==> src/rtl/alu_2.sv <==
// alu_2: sequential 8-bit ALU fed by a shared operand bus.
// Operand A is taken on the start edge and operand B on the next edge.
// Add and subtract finish in one EXEC cycle.
// Signed multiply uses radix-2 Booth over 8 EXEC cycles, then emits the high byte and the low byte.
// Optional feature macro: ALU_2_DIV_EN. When it is defined, op=3 is an unsigned restoring divide
// that emits the remainder and then the quotient. When it is not defined, op=3 returns 0x00.
// The start request port is named "start" because "begin" is a reserved word.
module alu_2 (
  input  logic       clk,
  input  logic       rst_n,
  input  logic       start,
  input  logic [1:0] op,
  input  logic [7:0] inbus,
  output logic [7:0] outbus
);

  typedef enum logic [2:0] {
    StIdle,
    StLoadB,
    StExec,
    StOutHi,
    StOutLo,
    StDone
  } state_e;

  state_e      state_q, state_d;
  logic [7:0]  a_q, a_d;
  logic [7:0]  b_q, b_d;
  logic [1:0]  op_q, op_d;
  logic [2:0]  cnt_q, cnt_d;
  // Shared accumulators.
  // For multiply: accp is the Booth partial product and accq is the multiplier.
  // For divide: accp is the remainder and accq is the dividend/quotient.
  logic [8:0]  accp_q, accp_d;
  logic [7:0]  accq_q, accq_d;
  logic        accx_q, accx_d;
  logic [7:0]  out_q, out_d;

  logic [8:0]  mcand;
  logic [8:0]  booth_sum;

  assign outbus = out_q;

  // Booth step: add or subtract the sign-extended multiplicand according to {q0, q-1}
  always_comb begin
    mcand = {a_q[7], a_q};
    case ({accq_q[0], accx_q})
      2'b01:   booth_sum = accp_q + mcand;
      2'b10:   booth_sum = accp_q - mcand;
      default: booth_sum = accp_q;
    endcase
  end

`ifdef ALU_2_DIV_EN
  logic [8:0] div_r;
  logic [8:0] div_rem;
  logic       div_ge;

  // Restoring divide step.
  // A zero divisor always succeeds, which yields Q=0xFF and R=A.
  always_comb begin
    div_r   = {accp_q[7:0], accq_q[7]};
    div_ge  = (div_r >= {1'b0, b_q});
    div_rem = div_ge ? (div_r - {1'b0, b_q}) : div_r;
  end
`endif

  // Next-state and datapath control
  always_comb begin
    state_d = state_q;
    a_d     = a_q;
    b_d     = b_q;
    op_d    = op_q;
    cnt_d   = cnt_q;
    accp_d  = accp_q;
    accq_d  = accq_q;
    accx_d  = accx_q;
    out_d   = out_q;

    case (state_q)
      StIdle: begin
        if (start) begin
          a_d     = inbus;
          state_d = StLoadB;
        end
      end
      StLoadB: begin
        b_d    = inbus;
        op_d   = op;
        cnt_d  = 3'd0;
        accp_d = 9'd0;
        accx_d = 1'b0;
        // Divide shifts the dividend out of accq; multiply scans the multiplier there
        accq_d  = (op == 2'd3) ? a_q : inbus;
        state_d = StExec;
      end
      StExec: begin
        case (op_q)
          2'd0: begin
            out_d   = a_q + b_q;
            state_d = StDone;
          end
          2'd1: begin
            out_d   = a_q - b_q;
            state_d = StDone;
          end
          2'd2: begin
            {accp_d, accq_d, accx_d} = {booth_sum[8], booth_sum, accq_q};
            cnt_d = cnt_q + 3'd1;
            if (cnt_q == 3'd7) state_d = StOutHi;
          end
          default: begin
`ifdef ALU_2_DIV_EN
            accp_d = div_rem;
            accq_d = {accq_q[6:0], div_ge};
            cnt_d  = cnt_q + 3'd1;
            if (cnt_q == 3'd7) state_d = StOutHi;
`else
            out_d   = 8'h00;
            state_d = StDone;
`endif
          end
        endcase
      end
      StOutHi: begin
        // Holds product[15:8] for multiply, or the remainder for divide
        out_d   = accp_q[7:0];
        state_d = StOutLo;
      end
      StOutLo: begin
        // Holds product[7:0] for multiply, or the quotient for divide
        out_d   = accq_q;
        state_d = StDone;
      end
      StDone: begin
        if (!start) state_d = StIdle;
      end
      default: state_d = StIdle;
    endcase
  end

  // State and datapath registers, cleared asynchronously
  always_ff @(posedge clk or negedge rst_n) begin
    if (!rst_n) begin
      state_q <= StIdle;
      a_q     <= 8'h00;
      b_q     <= 8'h00;
      op_q    <= 2'd0;
      cnt_q   <= 3'd0;
      accp_q  <= 9'd0;
      accq_q  <= 8'h00;
      accx_q  <= 1'b0;
      out_q   <= 8'h00;
    end else begin
      state_q <= state_d;
      a_q     <= a_d;
      b_q     <= b_d;
      op_q    <= op_d;
      cnt_q   <= cnt_d;
      accp_q  <= accp_d;
      accq_q  <= accq_d;
      accx_q  <= accx_d;
      out_q   <= out_d;
    end
  end

endmodule

==> config.mk <==
export PLATFORM = sky130hd
export DESIGN_NAME = alu_2
export DESIGN_NICKNAME = d
export VERILOG_FILES = /design/src/rtl/alu_2.sv
export SDC_FILE = /design/constraint.sdc
export NUM_CORES = 1
export LEC_CHECK = 0
export CORE_MARGIN = 5
export CORE_UTILIZATION = 59
export DETAILED_ROUTE_END_ITERATION = 16
export PLACE_DENSITY = 0.8
export SLEW_MARGIN = 20
export SYNTH_ARGS = -nofsm -noshare
export SYNTH_HDL_FRONTEND = slang
export SYNTH_SLANG_ARGS = --single-unit
==> constraint.sdc <==
create_clock -name clk -period 3.4 [get_ports clk]
set_clock_uncertainty 0.15 [all_clocks]
set_input_delay 0.51 -clock clk [delete_from_list [all_inputs] [get_ports clk]]
set_output_delay 0.51 -clock clk [all_outputs]
set_load 0.02 [all_outputs]
==> results_dict.tcl <==
set metrics [dict create \
    status "finished, final reports clean" \
    synth-edff-count 0 \
    yosys-top-cells-area "dfrtp_1 39%, ha_1 7.9%, nand2_1 5.0%" \
    drc 0 \
    slowest_stage "dfrtp_1" \
    arrival_ns 3.04 \
    post_cts_resized 0 \
    drive_gt1_frac 0.09537 \
    cp_top_family "compound AO/OA/AOI/OAI gates" \
    clock_latency_ns 0.31 \
    portBuffers 20 \
    cp.buffers_inverters 1 \
    avgSynthCellArea_sq_um 9.069 \
    regToRegSetupSlack_ns 0.42 \
    cts_setup_buffers 0 \
    setup_viol 0 \
    vias_per_cell 6.130 \
    dr.pass1.iters 5 \
    dp_hpwl_mm 5.815 \
    crit_chain "nor2b_1, mux2_2, inv_1, ha_1, nor2b_1, o31a_1, a41oi_1, nand2_1, xnor2_1, o31ai_1" \
    synth-seq-cells 49 \
    ctsRootBufferMaster "clkbuf_8" \
    synthTopCellsByCount "49 x dfrtp_1, 42 x nand2_1, 31 x a21oi_1, 26 x nor2_1, 23 x o21ai_0" \
    drt_wl_total_mm 7.694 \
    ys_seq_area_frac 0.3852 \
    drt-wirelength-per-cell_microns 17.61 \
    ys_warn_count 0 \
    rows 26 \
    drtIter0Drc 287 \
    period_share 0.8769 \
    numCtsBuffers 5 \
    synth-async-reset-ratio 1.000 \
    start_kind "register" \
    synth_most_common_cell "dfrtp_1" \
    n_antenna_cell 0 \
    synth_top_cell_area_share 0.3852 \
    floorplan.initialDensity 0.6154 \
    drv_cap 0 \
    cts.clk_slew.worst_paths_ns 0.10 \
    yosys.area.top_type "dfrtp_1" \
    die_w_microns 83.45 \
    fmax_mhz 335.4 \
    synthCells 351 \
    instances_no_fill 437 \
    slew_headroom 0.4549 \
    dieArea_sq_um 6964 \
    dpl.cell_count 429 \
    cts_tree "done" \
    syn-cell-area_sq_um 3183 \
    synth.distinct_cells 49 \
    timing.critical_path.mode_cell "nor2b_1" \
    coreArea_sq_um 5172 \
    grt_antenna_before_repair 0 \
    hold_path_class "primary input to asynchronous set/reset pin" \
    n_fill_cell 415 \
    cts.path.max_buffers 2 \
    finalHoldViolCount 0 \
    fp.dieH_microns 83.45 \
    vias 2679 \
    cp-end-kind "register" \
    max_stage_delay_ns 0.43 \
    path_class "register to register" \
    post-route-min-period_ns 2.982 \
    hold_ws_ns 0.1380 \
    maxSlewViolCount 0 \
    synth_flop_cell "dfrtp_1" \
    grt_usage 0.2263 \
    path_max_fanout 7 \
    rsz0062_at_grt "false" \
    area_growth_pct 11.32 \
    io_pins 21 \
    place_congestion 0.9505 \
    hold_buffers 0 \
    fin_tns_setup_ns 0 \
    grt-ovfl-total 0 \
    layout.nets 401 \
    clock_sinks 49 \
    antenna_left 0 \
    grt_pass1_vias 2595 \
    cp.required_ns 3.46 \
    tightestPinTransition_ns 0.8176 \
    grt_pass1_wl_mm 12.82 \
    synth_nets 386 \
    grt_max_degree 37 \
    htree_levels 2 \
]
## logic make-up (layout without fill, tap and decap cells)
family / Yosys count / after routing / synth area share
adders and majority gates: 22 / 22 / 0.09120
and+or+nand+nor: 106 / 106 / 0.1659
buffers and inverters: 32 / 48 / 0.04324
muxes: 15 / 15 / 0.05267
DFF: 49 / 49 / 0.3852
AOI/OAI and AO/OA: 104 / 104 / 0.1985
xor gates and xnor gates: 23 / 23 / 0.06329
## worst reg2reg max path, stage by stage (launching register included)
cell and delay (ns):
dfrtp_1 0.43, nor2b_1 0.41, mux2_2 0.44, inv_1 0.07
ha_1 0.22, nor2b_1 0.14, o31a_1 0.29, a41oi_1 0.25
nand2_1 0.10, xnor2_1 0.17, o31ai_1 0.24
## path summary, 6_finish.rpt
kind / from / to / cells after the start
max in group asynchronous: rst_n / accq_q[0] / 2
setup reg to reg: op_q[1] / outbus[7] / 10
min in group clk: cnt_q[0] / cnt_q[0] / 1
setup / recovery: op_q[1] / outbus[7] / 10
hold / removal: rst_n / cnt_q[0] / 1
hold reg to reg: cnt_q[0] / cnt_q[0] / 1
## per-stage QoR
| step | setup slack, ns | utilization | area, sq um |
|---|---|---|---|
| final | 0.4184 | 0.6851 | 3543 |
| after global routing | 0.2760 | 0.6851 | 3543 |
| after CTS | 0.4296 | 0.6841 | 3538 |
| after detailed placement | 0.4744 | 0.6626 | 3427 |
| after global placement | 0.5224 | 0.6626 | 3427 |
| after floorplan | 0.6894 | - | 3183 |
## registers in the layout, summed over array words and instances, names as in the netlist
name     flops
state_q      3
op_q         2
accp_q       8
accq_q       8
outbus       8
b_q          8
a_q          8
cnt_q        3
accx_q       1
## routing by layer
metal | up-vias | track usage | share of wire
met2 | 91 | 0.3571 | 0.46
met1 | 1296 | 0.3233 | 0.47
li1 | 1280 | - | -
met4 | 0 | 0.06287 | 0.018
met3 | 12 | 0.03554 | 0.051
met5 | - | 0 | 0
## cell usage in the layout, fill, tap and decap left out, types with 4 or more instances in the layout
cell and count:
clkdlybuf4s50_1 19, a21oi_1 31, clkbuf_8 5, xor2_1 5, nand3_1 7, xnor2_1 18
a222oi_1 6, nor2b_1 6, nand2b_1 6, buf_4 4, a31oi_1 4, ha_1 20
nor2_1 25, o21ai_0 23, nor3_1 6, inv_1 15, a22o_1 4, dfrtp_1 49
nand2_1 42, o21ai_1 16, mux2_2 12
## final cells by class
cell class	count	area [sq um]	area share
multi-input cells	270	1833	0.5173
inverters	16	60.06	0.01695
clock inverters	2	38.79	0.01095
well taps	70	87.58	0.02472
repair buffers	24	225.2	0.06356
flip-flops and latches	49	1226	0.3460
clock buffers	6	72.57	0.02048
Power is left out: the tool's default activity adds up to more than one toggle a clock period on the data nets, which glitch-free logic cannot reach.
